## src/rtl/multiword_add_sequencer.sv

```systemverilog
// multiword_add_sequencer
//   Adds two WIDTH-bit operands by time-sharing one external 4-bit adder.
//   One 4-bit slice per cycle, LSB slice first. The carry out of each slice
//   is registered and fed into the next slice.
// Ports
//   clk, rst               rising-edge clock; asynchronous active-high reset
//   start_valid/ready      request handshake; A, B, Cin sampled on it
//   A, B, Cin              operands and carry-in
//   add_A/add_B/add_Cin    slice sent to the shared adder (0 outside RUN)
//   add_S/add_Cout         combinational result from the shared adder
//   S, Cout                result; held while done_valid
//   done_valid/ready       result handshake
//   busy                   high while running or holding a result
module multiword_add_sequencer #(
  parameter int WIDTH = 16
) (
  input  logic             clk,
  input  logic             rst,
  input  logic             start_valid,
  output logic             start_ready,
  input  logic [WIDTH-1:0] A,
  input  logic [WIDTH-1:0] B,
  input  logic             Cin,
  output logic [3:0]       add_A,
  output logic [3:0]       add_B,
  output logic             add_Cin,
  input  logic [3:0]       add_S,
  input  logic             add_Cout,
  output logic [WIDTH-1:0] S,
  output logic             Cout,
  output logic             done_valid,
  input  logic             done_ready,
  output logic             busy
);

  localparam int NSLICE = WIDTH / 4;
  localparam int IDXW   = (NSLICE > 1) ? $clog2(NSLICE) : 1;

  if ((WIDTH % 4) != 0 || WIDTH < 8) begin : g_bad_width
    $error("multiword_add_sequencer: WIDTH must be a multiple of 4 and >= 8");
  end

  typedef enum logic [1:0] {IDLE, RUN, DONE} state_e;

  state_e                 state_q, state_d;
  logic [IDXW-1:0]        idx_q, idx_d;
  logic                   carry_q, carry_d;
  logic                   cout_q, cout_d;
  logic [NSLICE-1:0][3:0] opa_q, opa_d;
  logic [NSLICE-1:0][3:0] opb_q, opb_d;
  logic [NSLICE-1:0][3:0] s_q, s_d;

  always_comb begin
    state_d = state_q;
    idx_d   = idx_q;
    carry_d = carry_q;
    cout_d  = cout_q;
    opa_d   = opa_q;
    opb_d   = opb_q;
    s_d     = s_q;
    add_A   = '0;
    add_B   = '0;
    add_Cin = 1'b0;
    case (state_q)
      IDLE: begin
        if (start_valid) begin
          opa_d   = A;
          opb_d   = B;
          carry_d = Cin;
          idx_d   = '0;
          s_d     = '0;
          cout_d  = 1'b0;
          state_d = RUN;
        end
      end
      RUN: begin
        add_A        = opa_q[idx_q];
        add_B        = opb_q[idx_q];
        add_Cin      = carry_q;
        s_d[idx_q]   = add_S;
        carry_d      = add_Cout;
        if (idx_q == IDXW'(NSLICE - 1)) begin
          cout_d  = add_Cout;
          idx_d   = '0;  // explicit wrap: NSLICE need not be a power of two
          state_d = DONE;
        end else begin
          idx_d = idx_q + 1'b1;
        end
      end
      DONE: begin
        if (done_ready) state_d = IDLE;
      end
      default: state_d = IDLE;
    endcase
  end

  always_ff @(posedge clk or posedge rst) begin
    if (rst) begin
      state_q <= IDLE;
      idx_q   <= '0;
      carry_q <= 1'b0;
      cout_q  <= 1'b0;
      opa_q   <= '0;
      opb_q   <= '0;
      s_q     <= '0;
    end else begin
      state_q <= state_d;
      idx_q   <= idx_d;
      carry_q <= carry_d;
      cout_q  <= cout_d;
      opa_q   <= opa_d;
      opb_q   <= opb_d;
      s_q     <= s_d;
    end
  end

  assign start_ready = (state_q == IDLE);
  assign done_valid  = (state_q == DONE);
  assign busy        = (state_q != IDLE);
  assign S           = s_q;
  assign Cout        = cout_q;

endmodule

```

## config.mk

```make
export PLATFORM = sky130hd
export DESIGN_NAME = multiword_add_sequencer
export DESIGN_NICKNAME = d
export VERILOG_FILES = /design/src/rtl/multiword_add_sequencer.sv
export SDC_FILE = /design/constraint.sdc
export NUM_CORES = 1
export LEC_CHECK = 0
export CAP_MARGIN = 15
export CORE_MARGIN = 2
export CORE_UTILIZATION = 35
export DETAILED_ROUTE_END_ITERATION = 16
export GPL_TIMING_DRIVEN = 0
export HOLD_SLACK_MARGIN = 0.06
export SLEW_MARGIN = 20
export SYNTH_ARGS = -nofsm -noshare
export SYNTH_HDL_FRONTEND = slang
export SYNTH_SLANG_ARGS = --single-unit
```

## constraint.sdc

```tcl
create_clock -name clk -period 2.27 [get_ports clk]
set_clock_uncertainty 0.05 [all_clocks]
set_input_delay 0.3405 -clock clk [delete_from_list [all_inputs] [get_ports clk]]
set_output_delay 0.3405 -clock clk [all_outputs]
set_load 0.02 [all_outputs]
```

Word level (Yosys, flattened, before mapping):

Index checks and enable logic that the tools add are counted.
Widths: inputs -> output; s select.

* register bits after elaboration: 54
* input bits: 42

* add/subtract/negate cells: 1
* magnitude comparators: 2
* eq/ne operators: 6
* multiplexer cells: 24
* reductions and logical operators: 8

Operators with widths (count)
* $pmux 16 s2: 1
* $mux 4: 5
* $bmux 4 s2: 2
* $bwmux 16: 1
* $mux 16: 1
* $mux 2: 5
* $demux 4 s2: 1
* $pmux 2 s3: 1
* $reduce_and 3->1: 2
* $eq 2x2->1 const B: 2
* $mux 1: 4
* $ne 2x2->1 const B: 2
* $pmux 1 s2: 2
* $pmux 2 s2: 1
* $reduce_and 2->1: 2
* $reduce_bool 2->1: 2
* $lt 2x3->1 const B: 1
* $add 2x1->2 const B: 1
* $eq 2x1->1 const B: 1
* $ge 2x1->1 const B: 1
* $logic_not 2->1: 1
* $ne 2x1->1 const B: 1
* $logic_and 1x1->1: 1

Depth between registers and ports, before layout:

* word-level depth: 6
* depth in mapped cells: 5
* mapped depth without buffers: 4

Worst setup path before layout:

No wires, ideal clock.

* kind: reg2out
* start point: register idx_q[0]
* end point: output port add_A[0]
* arrival time: 1341 ps
* required time: 1879 ps
* path slack: 538 ps
* cell stages (with the launch flop): 4
* cell sequence: dfrtp_1 buf_4 mux4_2 and2_1

* word-level cells in the longest chain between the ends: 3

RTL lines
* start: declaration: line 46 `logic [IDXW-1:0] idx_q, idx_d;`
* start signal: assignment: line 108 `idx_q <= idx_d;`
* $bmux 4 s2: line 77 `add_A = opa_q[idx_q];`
* $mux 4 (not written as such): line 77
* $mux 4: line 64 `case (state_q)`
* end: declaration: line 24 `output logic [3:0] add_A,`

No other way between the ends. The select of a mux whose other input is x is not followed.

Worst setup path after layout:

* start point: register idx_q[0]
* end point: output port add_B[0]

* word-level cells in the longest chain between the ends: 3

RTL lines
* $bmux 4 s2: line 78 `add_B = opb_q[idx_q];`
* $mux 4 (not written as such): line 78
* $mux 4: line 64
* end: declaration: line 25 `output logic [3:0] add_B,`

No other way between the ends. The select of a mux whose other input is x is not followed.

==> insert_results.sql <==
INSERT INTO impl_metrics (metric_group, metric, value, unit) VALUES
('status', 'status', 'finished, final reports clean', ''),
('global_routing', 'grt_pass1_vias', '1976', ''),
('placement', 'place.detailed.hpwl', '3.979', 'mm'),
('clock_network', 'cts_made_buffers', '5', ''),
('setup_path', 'worst_setup_path_startpoint', 'idx_q[0]', ''),
('floorplan', 'design.die.area', '7790', 'um^2'),
('yosys', 'synth_sequential_area_ratio', '0.5438', ''),
('clock_network', 'clock_tree_from_tritoncts', 'yes', ''),
('placement', 'placed_cells', '401', ''),
('sta', 'worst_slew_margin_rel', '0.5492', ''),
('setup_path', 'crit-reg2reg-launch', 'idx_q[0]', ''),
('setup_path', 'timing.critical_path.slowest_stage_cell', 'mux4_2', ''),
('setup_path', 'critical_path.max_stage_delay', '0.49', 'ns'),
('setup_path', 'critical_path.top_delay_family', 'multiplexers', ''),
('clock_network', 'cts-root-to-sink-buffers', '2', ''),
('sta', 'max_clock_freq', '0.4533', 'GHz'),
('yosys', 'netlist_top_cells_area', 'dfrtp_1 54%, nand2_1 15%, mux4_2 7.3%, a32o_1 4.8%, ha_1 2.5%', ''),
('pwr', 'power_density', '1371', 'nW/um^2'),
('route', 'routed_wl', '5.524', 'mm'),
('route', 'detail_route.first_pass.iterations', '4', ''),
('pwr', 'p_clk_frac', '0.161', ''),
('yosys', 'synthDominantCellAreaShare', '0.5438', ''),
('route', 'antenna_left', '0', ''),
('clock_network', 'cts_max_level', '2', ''),
('clock_network', 'clock_latency', '0.31', 'ns'),
('yosys', 'yosys_warnings', '0', ''),
('final_layout', 'num-nets-final', '360', ''),
('clock_network', 'cts_num_sinks', '54', ''),
('sta', 'unrepaired_setup_endpoints_after_global_routing', 'no', ''),
('sta', 'final.min_clock_period', '2.206', 'ns'),
('global_routing', 'grt_overflow_total', '0', ''),
('setup_path', 'path_class', 'register to primary output', ''),
('yosys', 'syn_nets', '282', ''),
('placement', 'dp_worst_setup_slack', '-0.1037', 'ns'),
('final_layout', 'n_antenna_cell', '0', ''),
('floorplan', 'core_area', '6832', 'um^2'),
('setup_path', 'critical_path.endpoint_type', 'primary output', ''),
('final_layout', 'area_growth', '39.02', '%'),
('sta', 'setup_ws', '0.06415', 'ns'),
('route', 'drc', '0', ''),
('yosys', 'synth_ff_type', 'dfrtp_1', ''),
('clock_network', 'clock_tree.root_cell', 'clkbuf_8', ''),
('sta', 'final-hold-violation-count', '0', ''),
('setup_path', 'cp_num_buf_inv', '2', ''),
('floorplan', 'io_pins', '71', ''),
('global_routing', 'global_route.usage.total', '0.1562', ''),
('yosys', 'syn-cell-area', '2485', 'um^2'),
('final_layout', 'layout-drive-gt1-share', '0.1529', ''),
('sta', 'final_min_period_over_clock_period', '0.9717', ''),
('floorplan', 'initial_util', '0.3637', ''),
('setup_path', 'worstSetupStartpointType', 'register', ''),
('setup_path', 'crit_chain', 'buf_12 -> mux4_2 -> and2_1 -> clkdlybuf4s15_1', ''),
('yosys', 'register_bit_total_from_synthesis', '54', ''),
('job', 'cap_viol_max_count', '0', ''),
('route', 'detail_route.wl_per_cell', '13.47', 'um'),
('yosys', 'synth_enable_flop_cells', '0', ''),
('route', 'route.vias.total', '1936', ''),
('pwr', 'netSwitchingFraction', '0.3724', ''),
('pwr', 'total_leakage_power', '1.637', 'nW'),
('yosys', 'netlist-cell-type-count', '27', ''),
('yosys', 'synthesis.instances', '235', ''),
('setup_path', 'crit_fanout', '10', ''),
('floorplan', 'die_width', '88.26', 'um'),
('hold_path', 'worstHoldPathType', 'primary input to asynchronous set/reset pin', ''),
('floorplan', 'die_h', '88.26', 'um'),
('yosys', 'synth-async-reset-ratio', '1.000', ''),
('pwr', 'p_sw', '1.765', 'mW'),
('pwr', 'ir_drop', '0.4515', 'mV'),
('pwr', 'power', '4.738', 'mW'),
('placement', 'io_buffer_count', '70', ''),
('clock_network', 'clkSlewWorstSetupHoldPaths', '0.10', 'ns');
==> through the flow <==
step,hold WS (ns),setup TNS (ns),area (um^2),utilization
final,0.4203,0,3455,0.5057
after global routing,0.4487,0,3455,0.5057
after CTS,0.4310,0,3457,0.5060
after detailed placement,0.4070,-0.7042,3308,0.4842
after global placement,0.4045,-26.06,3306,0.4839
after floorplan,0.3896,0,2485,-
==> cells in the final DEF, fill, tap and decap left out, types with 4 or more instances in the layout <==
master and n:
nand2_1 100, clkdlybuf4s50_1 61, dfrtp_1 51, a32o_1 12
and2_1 9, mux4_2 8, buf_4 5, buf_6 5
ha_1 5, clkbuf_8 5, clkbuf_2 5, and3_1 4
a21oi_1 4, mux2_2 4
==> power by group through the flow <==
stage / combinational [mW] / sequential, mW / clock (mW)
floorplan: 1.48 / 1.69 / 0
global placement: 2.37 / 1.63 / 0
detailed placement: 2.40 / 1.64 / 0
CTS: 2.38 / 1.62 / 0.783
global route: 2.62 / 1.67 / 0.826
finish: 2.35 / 1.62 / 0.764
==> sequential cells by signal, indices dropped and copies added (netlist names) <==
register  cells
Cout          1
S            16
carry_q       1
idx_q         2
opa_q        16
opb_q        16
state_q       2
==> path summary, 6_finish.rpt <==
path	endpoint	slack, ns	cells after the start
min in group clk	opb_q[15]	0.43	2
setup / recovery	add_B[0]	0.06	4
setup reg to reg	S[15]	0.53	5
max in group asynchronous	idx_q[0]	1.25	2
hold reg to reg	opb_q[15]	0.43	2
hold / removal	opa_q[4]	0.42	2
==> what timing repair did <==
item / 4_1_cts / 5_1_grt
setup buffers: 1 / 0
hold buffers: 0 / 0
endpoints found under the setup margin: 9 / 9
resized for setup: 16 / 17
==> routing by layer <==
layer / part of all wire / GRT usage / vias up
met1: 0.48 / 0.2186 / 914
li1: - / - / 938
met5: 0 / 0 / -
met2: 0.44 / 0.2468 / 78
met3: 0.072 / 0.03638 / 6
met4: 0.011 / 0.04132 / 0
==> cell families (layout without fill, tap and decap cells) <==
kind of cell,after synthesis,in the layout,synth area share
adder cells (fa/ha/maj),5,5,0.02518
flip-flops,54,54,0.5438
multiplexers,12,12,0.09063
AO/OA/AOI/OAI,22,22,0.07603
AND/OR/NAND/NOR,125,125,0.2160
buffers and inverters,17,96,0.04833
==> layout make-up <==
| cell class | instances | area (um^2) |
|---|---|---|
| Timing Repair Buffer | 71 | 681.9 |
| Clock inverter | 3 | 68.82 |
| Multi-Input combinational cell | 164 | 1018 |
| Tap cell | 96 | 120.1 |
| Buffer | 13 | 123.9 |
| Clock buffer | 5 | 68.82 |
| Inverter | 4 | 17.52 |
| Sequential cell | 54 | 1355 |
| Fill cell | 659 | 3377 |
Power figures use the tool's default switching activity.
